`src/rtl/mem_arbiter_pkg.sv`:
```
// -----------------------------------------------------------------------------
// mem_arbiter_pkg
//   Shared definitions for the instruction/data cache memory arbiter:
//   memory beat widths, client identifiers, the write-data state type and a
//   small helper for the round-robin pointer.
// -----------------------------------------------------------------------------
package mem_arbiter_pkg;

    // Backing-memory beat geometry.
    localparam int MEM_ADDR_BITS = 28;
    localparam int MEM_DATA_BITS = 128;

    // Client identifiers; also the value stored in the owner queue.
    localparam logic CLIENT_IC = 1'b0;
    localparam logic CLIENT_DC = 1'b1;

    // Write-data channel state: idle, or waiting for the data beat of an
    // already accepted write request.
    typedef enum logic {
        WR_IDLE = 1'b0,
        WR_DATA = 1'b1
    } wr_state_t;

    // The client that is not `id`.
    function automatic logic other_client(input logic id);
        return ~id;
    endfunction

endpackage

```
`src/rtl/mem_arbiter_if.sv`:
```
// -----------------------------------------------------------------------------
// mem_arbiter_if
//   One memory port: request channel (req_*), write-data channel
//   (req_data_*) and read-response channel (resp_*).
//
//   Handshake rule for both request channels: a transfer happens in a cycle
//   where valid and ready are both 1. The response channel has no ready; a
//   beat is consumed in the cycle resp_valid is 1.
//
//   Modports:
//     master - the side that issues requests (a cache, or the arbiter toward
//              memory)
//     slave  - the side that accepts requests (the memory, or the arbiter
//              toward a cache)
// -----------------------------------------------------------------------------
interface mem_arbiter_if
    import mem_arbiter_pkg::*;
#(
    parameter int ADDR_W = MEM_ADDR_BITS,
    parameter int DATA_W = MEM_DATA_BITS
);
    logic                  req_valid;
    logic                  req_ready;
    logic [ADDR_W-1:0]     req_addr;
    logic                  req_rw;
    logic                  req_data_valid;
    logic                  req_data_ready;
    logic [DATA_W-1:0]     req_data_bits;
    logic [DATA_W/8-1:0]   req_data_mask;
    logic                  resp_valid;
    logic [DATA_W-1:0]     resp_data;

    modport master (
        output req_valid, req_addr, req_rw,
        output req_data_valid, req_data_bits, req_data_mask,
        input  req_ready, req_data_ready,
        input  resp_valid, resp_data
    );

    modport slave (
        input  req_valid, req_addr, req_rw,
        input  req_data_valid, req_data_bits, req_data_mask,
        output req_ready, req_data_ready,
        output resp_valid, resp_data
    );
endinterface

```
`src/rtl/mem_arbiter_owner_fifo.sv`:
```
// -----------------------------------------------------------------------------
// mem_arbiter_owner_fifo
//   In-order queue of 1-bit client IDs, one entry per outstanding read.
//   Pointers carry one extra wrap bit so full and empty are distinguishable.
//
//   Ports:
//     clk, reset  - clock, synchronous active-high reset (empties the queue)
//     i_push      - enqueue i_push_id (ignored while full)
//     i_push_id   - client ID to enqueue
//     i_pop       - dequeue head (ignored while empty)
//     o_full      - DEPTH entries held
//     o_empty     - no entries held
//     o_head      - ID at the head of the queue
//     o_count     - number of entries held
// -----------------------------------------------------------------------------
module mem_arbiter_owner_fifo #(
    parameter int DEPTH = 4
) (
    input  logic                     clk,
    input  logic                     reset,
    input  logic                     i_push,
    input  logic                     i_push_id,
    input  logic                     i_pop,
    output logic                     o_full,
    output logic                     o_empty,
    output logic                     o_head,
    output logic [$clog2(DEPTH):0]   o_count
);
    localparam int IDX_W = $clog2(DEPTH);

    logic [DEPTH-1:0] r_mem;
    logic [IDX_W:0]   r_wptr;
    logic [IDX_W:0]   r_rptr;
    logic             w_do_push;
    logic             w_do_pop;

    assign o_empty   = (r_wptr == r_rptr);
    assign o_full    = (r_wptr[IDX_W] != r_rptr[IDX_W]) &&
                       (r_wptr[IDX_W-1:0] == r_rptr[IDX_W-1:0]);
    assign o_head    = r_mem[r_rptr[IDX_W-1:0]];
    assign o_count   = r_wptr - r_rptr;
    assign w_do_push = i_push && !o_full;
    assign w_do_pop  = i_pop && !o_empty;

    always_ff @(posedge clk) begin
        if (reset) begin
            r_wptr <= '0;
            r_rptr <= '0;
            r_mem  <= '0;
        end else begin
            if (w_do_push) begin
                r_mem[r_wptr[IDX_W-1:0]] <= i_push_id;
                r_wptr <= r_wptr + 1'b1;
            end
            if (w_do_pop) begin
                r_rptr <= r_rptr + 1'b1;
            end
        end
    end
endmodule

```
`src/rtl/mem_arbiter.sv`:
```
// -----------------------------------------------------------------------------
// mem_arbiter
//   Shares one backing-memory port between the instruction cache and the data
//   cache. Requests are granted combinationally with round-robin priority;
//   read ownership is recorded in an in-order owner queue so untagged
//   response beats return to the cache that issued the read. A write whose
//   data beat lags its request holds off all further grants until that beat
//   is transferred.
//
//   Ports:
//     clk, reset       - clock, synchronous active-high reset
//     ic_mem, dc_mem   - cache-facing ports (slave side)
//     mem              - memory-facing port (master side)
//     resp_orphan      - sticky: a response beat arrived with no owner
//     o_dbg_wr_state   - write-data state (WR_IDLE / WR_DATA)
//     o_dbg_q_count    - number of reads in flight
// -----------------------------------------------------------------------------
module mem_arbiter
    import mem_arbiter_pkg::*;
#(
    parameter int OUTSTANDING = 4,
    parameter int ADDR_W      = MEM_ADDR_BITS,
    parameter int DATA_W      = MEM_DATA_BITS
) (
    input  logic                         clk,
    input  logic                         reset,
    mem_arbiter_if.slave                 ic_mem,
    mem_arbiter_if.slave                 dc_mem,
    mem_arbiter_if.master                mem,
    output logic                         resp_orphan,
    output wr_state_t                    o_dbg_wr_state,
    output logic [$clog2(OUTSTANDING):0] o_dbg_q_count
);
    // Registers
    wr_state_t r_wr_state;
    logic      r_wdata_owner;
    logic      r_rr_prio;      // client favoured when both request
    logic      r_orphan;

    // Next-state for the write-data FSM
    wr_state_t w_next_wr_state;
    logic      w_next_wdata_owner;

    // Grant path
    logic              w_both;
    logic              w_any;
    logic              w_winner;
    logic              w_blocked;
    logic              w_grant_valid;
    logic              w_req_fire;
    logic [ADDR_W-1:0] w_win_addr;
    logic              w_win_rw;

    // Write-data path
    logic                w_data_active;
    logic                w_data_owner;
    logic                w_data_fire;
    logic                w_owner_dvalid;
    logic [DATA_W-1:0]   w_owner_dbits;
    logic [DATA_W/8-1:0] w_owner_dmask;

    // Owner queue
    logic w_q_full;
    logic w_q_empty;
    logic w_q_head;
    logic w_q_push;
    logic w_q_pop;
    logic w_resp_hit;

    // ---------------------------------------------------------------- grant
    assign w_both = ic_mem.req_valid && dc_mem.req_valid;
    assign w_any  = ic_mem.req_valid || dc_mem.req_valid;

    always_comb begin
        w_winner = CLIENT_IC;
        if (w_both) begin
            w_winner = r_rr_prio;
        end else if (dc_mem.req_valid) begin
            w_winner = CLIENT_DC;
        end
    end

    // A full queue blocks writes too: grants are decided before the request
    // type is looked at, keeping the grant a pure function of state + valids.
    assign w_blocked     = reset || (r_wr_state == WR_DATA) || w_q_full;
    assign w_grant_valid = w_any && !w_blocked;
    assign w_req_fire    = w_grant_valid && mem.req_ready;

    assign w_win_addr = (w_winner == CLIENT_DC) ? dc_mem.req_addr : ic_mem.req_addr;
    assign w_win_rw   = (w_winner == CLIENT_DC) ? dc_mem.req_rw   : ic_mem.req_rw;

    assign mem.req_valid = w_grant_valid;
    assign mem.req_addr  = w_win_addr;
    assign mem.req_rw    = w_win_rw;

    assign ic_mem.req_ready = w_grant_valid && mem.req_ready && (w_winner == CLIENT_IC);
    assign dc_mem.req_ready = w_grant_valid && mem.req_ready && (w_winner == CLIENT_DC);

    // ----------------------------------------------------------- write data
    // The data channel opens in the cycle a write request is accepted and
    // stays open to the same client until its beat transfers.
    assign w_data_active = !reset &&
                           ((r_wr_state == WR_DATA) || (w_req_fire && w_win_rw));
    assign w_data_owner  = (r_wr_state == WR_DATA) ? r_wdata_owner : w_winner;

    assign w_owner_dvalid = (w_data_owner == CLIENT_DC) ? dc_mem.req_data_valid
                                                        : ic_mem.req_data_valid;
    assign w_owner_dbits  = (w_data_owner == CLIENT_DC) ? dc_mem.req_data_bits
                                                        : ic_mem.req_data_bits;
    assign w_owner_dmask  = (w_data_owner == CLIENT_DC) ? dc_mem.req_data_mask
                                                        : ic_mem.req_data_mask;

    assign mem.req_data_valid = w_data_active && w_owner_dvalid;
    assign mem.req_data_bits  = w_owner_dbits;
    assign mem.req_data_mask  = w_owner_dmask;
    assign w_data_fire        = mem.req_data_valid && mem.req_data_ready;

    assign ic_mem.req_data_ready = w_data_active && mem.req_data_ready &&
                                   (w_data_owner == CLIENT_IC);
    assign dc_mem.req_data_ready = w_data_active && mem.req_data_ready &&
                                   (w_data_owner == CLIENT_DC);

    always_comb begin
        w_next_wr_state    = r_wr_state;
        w_next_wdata_owner = r_wdata_owner;
        case (r_wr_state)
            WR_IDLE: begin
                if (w_req_fire && w_win_rw && !w_data_fire) begin
                    w_next_wr_state    = WR_DATA;
                    w_next_wdata_owner = w_winner;
                end
            end
            WR_DATA: begin
                if (w_data_fire) begin
                    w_next_wr_state = WR_IDLE;
                end
            end
            default: w_next_wr_state = WR_IDLE;
        endcase
    end

    always_ff @(posedge clk) begin
        if (reset) begin
            r_wr_state    <= WR_IDLE;
            r_wdata_owner <= CLIENT_IC;
        end else begin
            r_wr_state    <= w_next_wr_state;
            r_wdata_owner <= w_next_wdata_owner;
        end
    end

    // Round-robin: only a contested handshake hands priority to the loser.
    always_ff @(posedge clk) begin
        if (reset) begin
            r_rr_prio <= CLIENT_DC;
        end else if (w_req_fire && w_both) begin
            r_rr_prio <= other_client(w_winner);
        end
    end

    // ------------------------------------------------------------- response
    assign w_q_push   = w_req_fire && !w_win_rw;
    assign w_resp_hit = !reset && mem.resp_valid && !w_q_empty;
    assign w_q_pop    = w_resp_hit;

    assign ic_mem.resp_valid = w_resp_hit && (w_q_head == CLIENT_IC);
    assign dc_mem.resp_valid = w_resp_hit && (w_q_head == CLIENT_DC);
    assign ic_mem.resp_data  = mem.resp_data;
    assign dc_mem.resp_data  = mem.resp_data;

    always_ff @(posedge clk) begin
        if (reset) begin
            r_orphan <= 1'b0;
        end else if (mem.resp_valid && w_q_empty) begin
            r_orphan <= 1'b1;
        end
    end

    mem_arbiter_owner_fifo #(
        .DEPTH (OUTSTANDING)
    ) u_owner_fifo (
        .clk       (clk),
        .reset     (reset),
        .i_push    (w_q_push),
        .i_push_id (w_winner),
        .i_pop     (w_q_pop),
        .o_full    (w_q_full),
        .o_empty   (w_q_empty),
        .o_head    (w_q_head),
        .o_count   (o_dbg_q_count)
    );

    assign resp_orphan    = r_orphan;
    assign o_dbg_wr_state = r_wr_state;
endmodule

```
`src/flat_wrapper.sv`:
```
// flat-port wrapper written by rule: the top's interface ports become plain ports
module mem_arbiter_flat import mem_arbiter_pkg::*;
#(
    parameter int OUTSTANDING = 4,
    parameter int ADDR_W      = MEM_ADDR_BITS,
    parameter int DATA_W      = MEM_DATA_BITS
)
  (clk, reset, resp_orphan, o_dbg_wr_state, o_dbg_q_count, ic_mem_req_valid, ic_mem_req_addr, ic_mem_req_rw, ic_mem_req_data_valid, ic_mem_req_data_bits, ic_mem_req_data_mask, ic_mem_req_ready, ic_mem_req_data_ready, ic_mem_resp_valid, ic_mem_resp_data, dc_mem_req_valid, dc_mem_req_addr, dc_mem_req_rw, dc_mem_req_data_valid, dc_mem_req_data_bits, dc_mem_req_data_mask, dc_mem_req_ready, dc_mem_req_data_ready, dc_mem_resp_valid, dc_mem_resp_data, mem_req_valid, mem_req_addr, mem_req_rw, mem_req_data_valid, mem_req_data_bits, mem_req_data_mask, mem_req_ready, mem_req_data_ready, mem_resp_valid, mem_resp_data);
  mem_arbiter_if #(.ADDR_W(ADDR_W), .DATA_W(DATA_W)) ic_mem_i ();
  mem_arbiter_if #(.ADDR_W(ADDR_W), .DATA_W(DATA_W)) dc_mem_i ();
  mem_arbiter_if #(.ADDR_W(ADDR_W), .DATA_W(DATA_W)) mem_i ();
  input  logic clk;
  input  logic reset;
  output logic resp_orphan;
  output wr_state_t o_dbg_wr_state;
  output logic [$clog2(OUTSTANDING):0] o_dbg_q_count;
  input wire logic [$bits(ic_mem_i.req_valid)-1:0] ic_mem_req_valid;
  input wire logic [$bits(ic_mem_i.req_addr)-1:0] ic_mem_req_addr;
  input wire logic [$bits(ic_mem_i.req_rw)-1:0] ic_mem_req_rw;
  input wire logic [$bits(ic_mem_i.req_data_valid)-1:0] ic_mem_req_data_valid;
  input wire logic [$bits(ic_mem_i.req_data_bits)-1:0] ic_mem_req_data_bits;
  input wire logic [$bits(ic_mem_i.req_data_mask)-1:0] ic_mem_req_data_mask;
  output wire logic [$bits(ic_mem_i.req_ready)-1:0] ic_mem_req_ready;
  output wire logic [$bits(ic_mem_i.req_data_ready)-1:0] ic_mem_req_data_ready;
  output wire logic [$bits(ic_mem_i.resp_valid)-1:0] ic_mem_resp_valid;
  output wire logic [$bits(ic_mem_i.resp_data)-1:0] ic_mem_resp_data;
  input wire logic [$bits(dc_mem_i.req_valid)-1:0] dc_mem_req_valid;
  input wire logic [$bits(dc_mem_i.req_addr)-1:0] dc_mem_req_addr;
  input wire logic [$bits(dc_mem_i.req_rw)-1:0] dc_mem_req_rw;
  input wire logic [$bits(dc_mem_i.req_data_valid)-1:0] dc_mem_req_data_valid;
  input wire logic [$bits(dc_mem_i.req_data_bits)-1:0] dc_mem_req_data_bits;
  input wire logic [$bits(dc_mem_i.req_data_mask)-1:0] dc_mem_req_data_mask;
  output wire logic [$bits(dc_mem_i.req_ready)-1:0] dc_mem_req_ready;
  output wire logic [$bits(dc_mem_i.req_data_ready)-1:0] dc_mem_req_data_ready;
  output wire logic [$bits(dc_mem_i.resp_valid)-1:0] dc_mem_resp_valid;
  output wire logic [$bits(dc_mem_i.resp_data)-1:0] dc_mem_resp_data;
  output wire logic [$bits(mem_i.req_valid)-1:0] mem_req_valid;
  output wire logic [$bits(mem_i.req_addr)-1:0] mem_req_addr;
  output wire logic [$bits(mem_i.req_rw)-1:0] mem_req_rw;
  output wire logic [$bits(mem_i.req_data_valid)-1:0] mem_req_data_valid;
  output wire logic [$bits(mem_i.req_data_bits)-1:0] mem_req_data_bits;
  output wire logic [$bits(mem_i.req_data_mask)-1:0] mem_req_data_mask;
  input wire logic [$bits(mem_i.req_ready)-1:0] mem_req_ready;
  input wire logic [$bits(mem_i.req_data_ready)-1:0] mem_req_data_ready;
  input wire logic [$bits(mem_i.resp_valid)-1:0] mem_resp_valid;
  input wire logic [$bits(mem_i.resp_data)-1:0] mem_resp_data;
  assign ic_mem_i.req_valid = ic_mem_req_valid;
  assign ic_mem_i.req_addr = ic_mem_req_addr;
  assign ic_mem_i.req_rw = ic_mem_req_rw;
  assign ic_mem_i.req_data_valid = ic_mem_req_data_valid;
  assign ic_mem_i.req_data_bits = ic_mem_req_data_bits;
  assign ic_mem_i.req_data_mask = ic_mem_req_data_mask;
  assign ic_mem_req_ready = ic_mem_i.req_ready;
  assign ic_mem_req_data_ready = ic_mem_i.req_data_ready;
  assign ic_mem_resp_valid = ic_mem_i.resp_valid;
  assign ic_mem_resp_data = ic_mem_i.resp_data;
  assign dc_mem_i.req_valid = dc_mem_req_valid;
  assign dc_mem_i.req_addr = dc_mem_req_addr;
  assign dc_mem_i.req_rw = dc_mem_req_rw;
  assign dc_mem_i.req_data_valid = dc_mem_req_data_valid;
  assign dc_mem_i.req_data_bits = dc_mem_req_data_bits;
  assign dc_mem_i.req_data_mask = dc_mem_req_data_mask;
  assign dc_mem_req_ready = dc_mem_i.req_ready;
  assign dc_mem_req_data_ready = dc_mem_i.req_data_ready;
  assign dc_mem_resp_valid = dc_mem_i.resp_valid;
  assign dc_mem_resp_data = dc_mem_i.resp_data;
  assign mem_req_valid = mem_i.req_valid;
  assign mem_req_addr = mem_i.req_addr;
  assign mem_req_rw = mem_i.req_rw;
  assign mem_req_data_valid = mem_i.req_data_valid;
  assign mem_req_data_bits = mem_i.req_data_bits;
  assign mem_req_data_mask = mem_i.req_data_mask;
  assign mem_i.req_ready = mem_req_ready;
  assign mem_i.req_data_ready = mem_req_data_ready;
  assign mem_i.resp_valid = mem_resp_valid;
  assign mem_i.resp_data = mem_resp_data;
  mem_arbiter #(.OUTSTANDING(OUTSTANDING), .ADDR_W(ADDR_W), .DATA_W(DATA_W)) u_core (.clk(clk), .reset(reset), .ic_mem(ic_mem_i), .dc_mem(dc_mem_i), .mem(mem_i), .resp_orphan(resp_orphan), .o_dbg_wr_state(o_dbg_wr_state), .o_dbg_q_count(o_dbg_q_count));
endmodule
```
`config.mk`:
```
export PLATFORM = sky130hd
export DESIGN_NAME = mem_arbiter_flat
export DESIGN_NICKNAME = d
export VERILOG_FILES = /design/src/rtl/mem_arbiter_pkg.sv /design/src/rtl/mem_arbiter_if.sv /design/src/rtl/mem_arbiter_owner_fifo.sv /design/src/rtl/mem_arbiter.sv /design/src/flat_wrapper.sv
export SDC_FILE = /design/constraint.sdc
export NUM_CORES = 1
export LEC_CHECK = 0
export ABC_AREA = 1
export CAP_MARGIN = 20
export CORE_AREA = 8 8 358 360
export DETAILED_ROUTE_END_ITERATION = 10
export DIE_AREA = 0 0 366 368
export PLACE_DENSITY = 0.3
export REMOVE_ABC_BUFFERS = 1
export SYNTH_ARGS = -nofsm -noshare
export SYNTH_HDL_FRONTEND = slang
export SYNTH_SLANG_ARGS = --single-unit
```
`constraint.sdc`:
```
create_clock -name clk -period 5.5 [get_ports clk]
set_input_delay 1.1 -clock clk [delete_from_list [all_inputs] [get_ports clk]]
set_output_delay 1.1 -clock clk [all_outputs]
set_load 0.03 [all_outputs]
```
## Yosys cells after proc, flatten, opt, wreduce, memory -nomap -nowiden

Cells that the tools add are included.

| cells by class | value |
|---|---|
| div/mod/pow operators | 0 |
| add/subtract/negate cells | 3 |
| bitwise logic cells | 4 |
| shift operators | 0 |
| equal/unequal tests | 3 |
| multiplexer cells | 16 |
| order comparisons | 3 |
| reductions and logical operators | 35 |
| multiply operators | 0 |

Operators by type and width:

| cell | number |
|---|---|
| $mux W128 | 1 |
| $mux W28 | 1 |
| $logic_and A1 B1 Y1 | 24 |
| $mux W16 | 1 |
| $mux W1 | 9 |
| $add A3 B1 Y3 const B | 2 |
| $logic_not A1 Y1 | 6 |
| $lt A2 B3 Y1 const B | 2 |
| $bwmux W4 | 1 |
| $logic_or A1 B1 Y1 | 4 |
| $not A1 Y1 | 4 |
| $eq A3 B3 Y1 | 1 |
| $sub A3 B3 Y3 | 1 |
| $bmux W1 S2 | 1 |
| $demux W1 S2 | 1 |
| $eq A2 B2 Y1 | 1 |
| $ge A2 B1 Y1 const B | 1 |
| $pmux W1 S2 | 1 |
| $reduce_and A2 Y1 | 1 |
| $ne A1 B1 Y1 | 1 |

| storage, ports and cells | value |
|---|---|
| bits in registers | 14 |
| bits of input ports | 483 |
| bits in latches | 0 |
| output and inout port bits | 442 |
| memories kept | 0 |
| bits in read-only memories | 0 |
| memory bits (writable) | 0 |
| logic and storage cells | 71 |

## Depth between registers and ports, before layout

Gate-level depths: netlist of run 1.

| depth | value |
|---|---|
| depth in word-level cells | 15 |
| mapped depth | 11 |
| depth with buffers taken out | 11 |

## By module

Synthesis of run 1 repeated with hierarchy kept, for this count alone.

| second synthesis, totals | value |
|---|---|
| cells, all modules | 962 |
| area, all modules | 5038.6 um^2 |

Modules (own cells, without submodules):

| module | area an instance (um^2) | times used | cells an instance |
|---|---|---|---|
| mem_arbiter | 4357.9 | 1 | 867 |
| mem_arbiter_owner_fifo | 680.7 | 1 | 95 |

## Least setup slack after synthesis of run 1

OpenSTA, ideal clock, no wires.

| path | value |
|---|---|
| kind | input port to output port |
| start | input port reset |
| end | output port mem_req_data_valid |
| slack | 2.204 ns |
| stages | 7 |
| required time | 4.400 ns |
| data arrival time | 2.196 ns |
| path through | inv_2 -> nand2_2 -> nor2_4 -> nand3_4 -> o21bai_2 -> nand2_1 -> a21oi_1 |

| between the ends | value |
|---|---|
| word-level cells in the longest chain between the ends | 9 |
| elaborated cells on any way between the ends | 10 |
| classes of those cells | reduce/logical: 10 |

RTL lines:

| element | line | RTL |
|---|---|---|
| start: declaration | flat_wrapper.sv:13 | `input logic reset;` |
| $logic_or A1 B1 Y1 (2 in a row) | mem_arbiter.sv:85 | `assign w_blocked = reset \|\| (r_wr_state == WR_DATA) \|\| w_q_full;` |
| $logic_not A1 Y1 | mem_arbiter.sv:86 | `assign w_grant_valid = w_any && !w_blocked;` |
| $logic_and A1 B1 Y1 | mem_arbiter.sv:86 |  |
| $logic_and A1 B1 Y1 | mem_arbiter.sv:87 | `assign w_req_fire = w_grant_valid && mem.req_ready;` |
| $logic_and A1 B1 Y1 | mem_arbiter.sv:103 | `((r_wr_state == WR_DATA) \|\| (w_req_fire && w_win_rw));` |
| $logic_or A1 B1 Y1 | mem_arbiter.sv:103 |  |
| $logic_and A1 B1 Y1 * | mem_arbiter.sv:102 | `assign w_data_active = !reset &&` |
| $logic_and A1 B1 Y1 * | mem_arbiter.sv:113 | `assign mem.req_data_valid = w_data_active && w_owner_dvalid;` |
| end: declaration | flat_wrapper.sv:40 | `output wire logic [$bits(mem_i.req_data_valid)-1:0] mem_req_data_valid;` |

Mark *: on every way between the ends. The rest lies on a longest branch, timed or not.

## Worst setup path after layout of run 1

| path | value |
|---|---|
| start | input port ic_mem_req_valid |
| end | output port mem_req_data_bits[111] |

| between the ends | value |
|---|---|
| word-level cells in the longest chain between the ends | 4 |

RTL lines:

| element | line | RTL |
|---|---|---|
| start: declaration | flat_wrapper.sv:17 | `input wire logic [$bits(ic_mem_i.req_valid)-1:0] ic_mem_req_valid;` |
| $logic_and A1 B1 Y1 | mem_arbiter.sv:71 | `assign w_both = ic_mem.req_valid && dc_mem.req_valid;` |
| $mux W1 | mem_arbiter.sv:76 | `if (w_both) begin` |
| $mux W1 | mem_arbiter.sv:104 | `assign w_data_owner = (r_wr_state == WR_DATA) ? r_wdata_owner : w_winner;` |
| $mux W128 | mem_arbiter.sv:108 | `assign w_owner_dbits = (w_data_owner == CLIENT_DC) ? dc_mem.req_data_bits` |
| end: declaration | flat_wrapper.sv:41 | `output wire logic [$bits(mem_i.req_data_bits)-1:0] mem_req_data_bits;` |

No other way between the ends.

==> results.toml, run 1 <==
[outcome]
outcome = "finished clean"

[critical_path]
start_kind = "input pin"
critPathMaxFanout = 66
critPathMostFrequentCell = "nand2_1"
arrival_ns = 3.72
path_cells = "clkdlybuf4s50_1 > nand2_1 > nand3_1 > nand2_4 > inv_6 > buf_12 > nand2_1 > nand2_1 > buf_12"
path_class = "in2out"
slowest_delay_ns = 0.52
critPathBufInv = 4
worstPathRequired_ns = 4.40
slowest_stage = "clkdlybuf4s50_1"
worst_setup_path_end_kind = "primary output"
crit_family = "buffers and inverters"

[timing]
period_minus_slack_ns = 4.817
fmax_ghz = 0.2076
finalCritPeriodShare = 0.8758
slew_headroom = 0.6138
worst_pin_slew_ns = 0.5775
rsz0062_at_grt = "no"
final_max_slew_viol_count = 0
setup_viol = 0
hold_viol = 0
fin_skew_ns = 0.006918

[global_route]
grt_pass1_vias = 7817
grt_first_pass_wirelength_um = 123400
grt_max_degree = 67
antenna_found_initial = 49
grt.overflow.total = 0
track_usage = 0.1458

[cts]
numCtsBuffers = 3
cts_root_buf = "clkbuf_16"
clkLatencyLatePin_ns = 0.26
cts_setup_buffers = 0
ctsHoldBuffers = 0
cts.clk_slew.worst_paths_ns = 0.06
htreeDepth = 1
cts_tree = "built"
cts.path.max_buffers = 2
post_cts_resized = 0
cts.sinks = 14

[yosys]
synth_edf_count = 0
synth_cells = 937
synth_warnings = 0
synth_area_sq_mm = 0.005019
syn_avg_cell_area_sq_um = 5.356
synth_cell_types = 34
async_flop_share = 0
synth-main-ff-cell = "dfxtp_1"
ys_seq_area_frac = 0.05585
ys_ff_latch = 14

[run]
cap_violations = 0

[routing]
vias = 7471
drc = 0
routed_wl_um = 103000
post_drt_wl_per_cell_um = 36.21
ant_nets = 0
drtIter0Drc = 511
vias_per_cell = 2.625
dr.pass1.iters = 5

[power_and_ir_drop]
p_per_area_mw_per_mm2 = 153.0
ir_drop_mv = 0.07933
fin_total_pwr_mw = 1.738
p_leak_nw = 4.674

[cells_and_area]
nNetsFinal = 1689
syn_to_final_growth_pct = 126.4
drive_gt1_frac = 0.1303
final_common_cell = "nand2_1"
mostFrequentLayoutCells = "nand2_1, clkdlybuf4s50_1, buf_12"
stdcell_count = 2846

[hold_path]
hold_path_class = "reg2reg"

[floorplan]
ios = 925
rows = 129
die_h_um = 368
initial_utilization = 0.04091
dieArea_sq_mm = 0.1347
dieWidth_um = 366
core_sq_mm = 0.1227

[placed_design]
placed_cells = 2830
gp_congestion = 0.8128
port_buffers = 540
post-dp-hpwl_um = 90060
worst reg2reg max path, delay by kind of cell, from the launching register on:
kind / cells / cell delay (ns)
buffers and inverters: 2 / 0.56
AOI/OAI and AO/OA: 1 / 0.14
DFF: 1 / 0.40
and+or+nand+nor: 6 / 0.88
stage by stage:
stage          instance area (sq um)  TNS [ns]  worst slack, ns  hold WS [ns]     util
6_report                       11360         0           0.6830        0.4587  0.09261
5_1_grt                        11330         0           0.4360        0.4867  0.09236
4_1_cts                        11330         0           0.5145        0.4671  0.09236
3_5_place_dp                   11240         0           0.5289        0.4565  0.09164
3_3_place_gp                   11240         0           0.4851        0.4466  0.09164
2_1_floorplan                   2882   -191.58           -1.620        0.4329        -
synth_stat cells (2+ instances only):
cell type,instances,area share
ha_1,7,0.017
buf_4,258,0.39
nor2_8,2,0.0080
nor2_1,11,0.0082
nand2_2,4,0.0050
nor3_2,2,0.0040
dfxtp_1,14,0.056
o21ai_1,2,0.0020
buf_6,2,0.0045
inv_1,17,0.013
buf_2,29,0.029
nand2_1,543,0.41
clkbuf_1,5,0.0037
inv_2,3,0.0022
nand3_1,8,0.0080
a21oi_1,12,0.012
report_power, final:
group	internal, mW	switching [mW]	leakage, nW
logic	0.645	0.811	4.52
registers	0.108	0.00620	0.114
clock network	0.111	0.0566	0.0442
total	0.864	0.874	4.67
sequential cells by signal, summed over array words and instances, names as in the netlist:
register,count
u_core.r_rr_prio,1
u_core.u_owner_fifo.r_rptr,3
u_core.u_owner_fifo.r_mem,4
u_core.resp_orphan,1
u_core.u_owner_fifo.r_wptr,3
u_core.r_wdata_owner,1
u_core.o_dbg_wr_state,1
cell type report:
type	count	area (sq um)
Tap cell	1637	2048
Timing Repair Buffer	551	6299
Multi-Input combinational cell	607	2527
Inverter	21	86.33
Sequential cell	14	280.3
Clock buffer	4	88.84
Antenna cell	12	30.03
Fill cell	14462	111300
cells by family (layout without fill, tap and decap cells):
group           Yosys count  in the layout  synth area share
simple gates            577            577            0.4535
fa+ha+maj                 8              8           0.02144
flops                    14             14           0.05585
other cells               0             12                 0
buf+inv                 316            576            0.4420
compound gates           21             21           0.02543
xor+xnor                  1              1          0.001746
final timing paths:
check / slack (ns) / from / to / cells after the start
worst min-delay path: 0.46 / u_core.resp_orphan / u_core.resp_orphan / 2
worst min register to register: 0.46 / u_core.resp_orphan / u_core.resp_orphan / 2
worst max-delay path: 0.68 / ic_mem_req_valid / mem_req_data_bits[111] / 9
worst max register to register: 3.42 / u_core.o_dbg_wr_state / u_core.r_wdata_owner / 9
per-layer routing:
layer	GRT usage	wire length, um	share of wire	vias up
li1	-	-	-	3085
met1	0.1800	44990	0.44	3346
met2	0.1765	34660	0.34	862
met3	0.1438	21120	0.20	117
met4	0.01256	838	0.0081	61
met5	0.06085	1438	0.014	-
Power figures use the tool's default switching activity.
==> run 2: changes to the inputs <==
--- a/config.mk
+++ b/config.mk
@@ -8,8 +8,10 @@
 export ABC_AREA = 1
 export CAP_MARGIN = 20
 export CORE_AREA = 8 8 358 360
+export CTS_CLUSTER_SIZE = 8
 export DETAILED_ROUTE_END_ITERATION = 10
 export DIE_AREA = 0 0 366 368
+export GPL_ROUTABILITY_DRIVEN = 0
 export PLACE_DENSITY = 0.3
 export REMOVE_ABC_BUFFERS = 1
 export SYNTH_ARGS = -nofsm -noshare
==> results of run 2 <==
No change in the layout: final DEF, timing and power equal those of run 1.
